===== src/rtl/ring_counter_param.sv =====
// Parametrised ring / Johnson counter with direction, enable, load, 1-injection, wrap and err.
// Define RING_SELF_CORRECT_EN to force y back to HOME when an illegal state is shifted.
module ring_counter_param #(
  parameter int unsigned      WIDTH   = 4,
  parameter logic [WIDTH-1:0] RST_VAL = {1'b1, {(WIDTH-1){1'b0}}}
) (
  input  logic             clk,
  input  logic             rst,
  input  logic             en,
  input  logic             mode,
  input  logic             dir,
  input  logic             inj,
  input  logic             load,
  input  logic [WIDTH-1:0] load_val,
  output logic [WIDTH-1:0] y,
  output logic             wrap,
  output logic             err
);

  localparam logic [WIDTH-1:0] One = WIDTH'(1);

  logic [WIDTH-1:0] y_q, y_d;
  logic             wrap_q, wrap_d;
  logic [WIDTH-1:0] home;
  logic [WIDTH-1:0] y_inv;
  logic [WIDTH-1:0] shifted;
  logic             fb;
  logic             ring_ok;
  logic             john_ok;

  always_comb begin
    home  = mode ? '0 : RST_VAL;
    y_inv = ~y_q;
    // Exactly one bit set: nonzero and clearing the lowest set bit leaves nothing.
    ring_ok = (y_q != '0) && ((y_q & (y_q - One)) == '0);
    // Johnson legal set: ones packed at the bottom, or zeros packed at the bottom.
    john_ok = ((y_q & (y_q + One)) == '0) || ((y_inv & (y_inv + One)) == '0);
    err     = mode ? ~john_ok : ~ring_ok;
  end

  always_comb begin
    if (dir) begin
      fb      = inj | (y_q[WIDTH-1] ^ mode);
      shifted = {y_q[WIDTH-2:0], fb};
    end else begin
      fb      = inj | (y_q[0] ^ mode);
      shifted = {fb, y_q[WIDTH-1:1]};
    end
  end

  always_comb begin
    y_d    = y_q;
    wrap_d = 1'b0;
    if (load) begin
      y_d = load_val;
    end else if (en) begin
`ifdef RING_SELF_CORRECT_EN
      if (err) begin
        y_d    = home;
        wrap_d = 1'b1;
      end else begin
        y_d    = shifted;
        wrap_d = (shifted == home);
      end
`else
      y_d    = shifted;
      wrap_d = (shifted == home);
`endif
    end
  end

  always_ff @(posedge clk or negedge rst) begin
    if (!rst) begin
      y_q    <= RST_VAL;
      wrap_q <= 1'b0;
    end else begin
      y_q    <= y_d;
      wrap_q <= wrap_d;
    end
  end

  assign y    = y_q;
  assign wrap = wrap_q;

endmodule


===== config.mk =====
export PLATFORM = sky130hd
export DESIGN_NAME = ring_counter_param
export DESIGN_NICKNAME = d
export VERILOG_FILES = /design/src/rtl/ring_counter_param.sv
export SDC_FILE = /design/constraint.sdc
export NUM_CORES = 1
export LEC_CHECK = 0
export CORE_AREA = 2 2 39 41
export CTS_CLUSTER_DIAMETER = 50
export CTS_CLUSTER_SIZE = 8
export DETAILED_ROUTE_END_ITERATION = 7
export DIE_AREA = 0 0 41 43
export PLACE_DENSITY = 0.7
export SLEW_MARGIN = 20
export SYNTH_ARGS = -nofsm -noshare
export SYNTH_HDL_FRONTEND = slang
export SYNTH_SLANG_ARGS = --single-unit
export TNS_END_PERCENT = 30

===== constraint.sdc =====
create_clock -name clk -period 2.4 [get_ports clk]
set_input_delay 0.48 -clock clk [delete_from_list [all_inputs] [get_ports clk]]
set_output_delay 0.48 -clock clk [all_outputs]
set_load 0.005 [all_outputs]

# After elaboration in Yosys (flattened, before gate mapping)
# Index checks and enable logic that the tools add are counted.
# W data, S select, Z words.
# word_totals
regBits	5
input_bits	11
out_inout_bits	6
word_cells	30
# classes
addsub	3
eq_ne	1
muxes	7
n_bitwise	10
n_reduce_logical	7
# op_table
operator	count
$mux W4	4
$and A4 B4 Y4	3
$logic_not A4 Y1	3
$add A4 B1 Y4 const B	2
$eq A4 B4 Y1	1
$not A4 Y4	1
$reduce_bool A4 Y1	1
$sub A4 B1 Y4 const B	1
$mux W1	3
$not A1 Y1	2
$or A1 B1 Y1	2
$reduce_bool A2 Y1	1
$xor A1 B1 Y1	2
$logic_and A1 B1 Y1	1
$logic_or A1 B1 Y1	1

# Depth between registers and ports, before layout
# depth
depth_word	7
mapped_depth	4
depth_no_buf	3

# Worst setup path after synthesis
# OpenSTA, ideal clock, no wires.
# synth_path
path_kind	input to output
startpoint	input port mode
endpoint	output port err
arrival_time_ns	1.238
required_ns	1.920
slack_ns	0.682
stages	4
n_path_buf	1
path_cell_list	buf_2 or3_1 a221oi_2 a221oi_1
# synth_between
elab_chain_cells	1
# synth_rtl
element	line_no	source
start: declaration	10	input logic mode,
$mux W1	38	err = mode ? ~john_ok : ~ring_ok;
end: declaration	17	output logic err
# No other way between the ends.

# Final worst setup path
# Ends and elaborated chain as after synthesis.

==> impl_metrics.ini <==
[status]
status = complete, no violations

[timing]
slew_viol_final = 0
clock.fmax_mhz = 491
clock_skew_ns = 0.00433
tightestPinTransition_ns = 0.308
final.min_clock_period_ns = 2.04
finalSetupViolCount = 0
finalCritPeriodShare_pct = 84.9
hold_ws_ns = 0.451
slew-limit-headroom_pct = 79.4
hold_viol_final = 0
rsz0062_at_grt = false

[job]
drv_cap = 0

[finish]
fin_util_pct = 44.0
drive_above_1_share_pct = 10.9
syn_to_final_growth_pct = 42.8
fin_cells = 80
nNetsFinal = 76
diodes = 0

[clocking]
cts_setup_buffers = 0
htreeDepth = 1
path_clk_slew_ns = 0.05
cts_sinks = 5
cts_buffers = 3
clk_latency_ns = 0.24
postCtsHoldBufs = 0
clk_path_buf_depth = 2
clock-root-buffer = clkbuf_4
cts_tree = built

[floorplanning]
coreArea_sq_mm = 0.00138
ios = 17
die_h_um = 43
die-area_sq_mm = 0.00176
num_rows = 14
start_util_pct = 30.8
die_w_um = 41

[synth]
syn_area_sq_um = 427
synth_cells = 49
ys_seq_elements = 5
yosys_warnings = 0
synth_area_leaders = dfrtp_1 (23%), dfstp_2 (6.2%), buf_2 (5.9%)
synth_largest_area_cell = dfrtp_1
ys_seq_area_share_pct = 29.6
ys_top_cells_by_count = buf_2 (5), a21oi_1 (4), dfrtp_1 (4)
synth_fp_nets = 60
synth_edf_count = 0
synth_top_area_share_pct = 23.5
synth_most_common_cell = buf_2
ys_types = 30
synthArstFlopShare_pct = 100
synth_flop_cell = dfrtp_1
synth_area_per_cell_sq_um = 8.71

[global_route]
grtUsageTotal_pct = 11.7
grt_pass1_vias = 319
grt_overflow = 0
antenna_found_initial = 0
grt_pass1_wl_um = 1390
grt_max_degree = 11

[setup_path]
cp_top_family = buffers and inverters
timing.rr.end = wrap$_DFF_PN0_
endpoint_kind = primary output
critPathMaxFanout = 7
worstPathCellList = dlygate4sd2_1 > or3_1 > a221oi_2 > a221oi_1 > dlymetal6s2s_1
crit_required_ns = 1.92
slowest_delay_ns = 0.34
reg2regPathDepth = 3
critPathKind = primary input to primary output
path_buf_inv = 2
cpMaxStageDelayCell = or3_1
worstSetupStartpointType = primary input
reg2reg_from = y[3]$_DFFE_PN1P_
cp.arrival_ns = 1.56
r2r_slack_ns = 1.17

[place]
place_congestion = 0.700
place_inst = 76
dp_hpwl_um = 685
port_buffers = 16

[routing]
drt_iter0_markers = 8
ant_nets = 0
drt_first_pass_iters = 2
routed_wl_um = 923
num_vias = 406
post_drt_wl_per_cell_um = 11.5
drc_errors = 0
vias_per_cell = 5.08

[power]
ir_drop_mv = 0.296
power_density_mw_per_mm2 = 505
p_leak_nw = 0.260

[min_path]
holdCritPathClass = primary input to async pin
## cell families (layout without fill, tap and decap cells)
group / count (synthesis) / count (layout) / synth area share, %
and+or+nand+nor: 13 / 13 / 17.6
DFF: 5 / 5 / 29.6
xor gates and xnor gates: 3 / 3 / 6.16
buffers and inverters: 9 / 24 / 11.1
muxes: 2 / 2 / 4.69
AOI/OAI and AO/OA: 17 / 17 / 30.8
## cell usage in the layout, fill, tap and decap left out, types with 2 or more instances in the layout
cell type / count
nor2b_1: 2
dfrtp_1: 4
clkdlybuf4s50_1: 14
nand2b_1: 2
nor2_1: 3
mux2i_1: 2
a21oi_1: 4
clkbuf_4: 3
buf_4: 2
a211oi_1: 2
a21o_1: 2
xor2_1: 2
inv_1: 2
## flip-flops by register name (all words and copies together), names as in the netlist
signal / cells
y: 4
wrap: 1
## layer usage
metal	vias to the layer above	share of wire [%]	track usage (%)
li1	207	-	-
met2	9	46	16.6
met5	-	0	0
met4	0	0	2.00
met1	190	49	15.8
met3	0	4.7	6.28
## report_power, final
part           internal [mW]  switching, mW  leakage (nW)
Combinational         0.0609         0.0387         0.184
Clock                 0.0630         0.0359        0.0150
Sequential            0.0934         0.0157        0.0603
## cell type report
class	count	area, sq um
fillers	144	774
multi-input cells	35	253
repair buffers	18	176
flip-flops and latches	5	126
clock buffers	4	26.3
well taps	16	20.0
inverters	2	7.51
## how the worst max path moves through the flow
stage / startpoint / end / slack (ns) / cells past startpoint
3_5_place_dp: mode / err / -0.19 / 5
2_1_floorplan: mode / err / 0.68 / 4
6_report: mode / err / 0.36 / 5
4_1_cts: y[3]$_DFFE_PN1P_ / err / 0.007 / 4
5_1_grt: y[0]$_DFFE_PN0P_ / err / 0.25 / 4
3_3_place_gp: mode / err / -0.16 / 5
## per-stage QoR
| stage | setup TNS [ns] | total power, mW | worst slack (ns) | instance area (sq um) |
|---|---|---|---|---|
| floorplan | 0 | 0.166 | 0.682 | 427 |
| global placement | -0.157 | 0.210 | -0.157 | 582 |
| detailed placement | -0.189 | 0.212 | -0.189 | 582 |
| CTS | 0 | 0.312 | 0.00678 | 607 |
| global route | 0 | 0.328 | 0.255 | 609 |
| finish | 0 | 0.308 | 0.362 | 609 |
## timing repair
action / CTS / global route
cloned: 0 / 0
gates resized for setup: 1 / 1
endpoints found under the setup margin: 1 / 1
No activity file was read; power rests on OpenSTA's default activity.
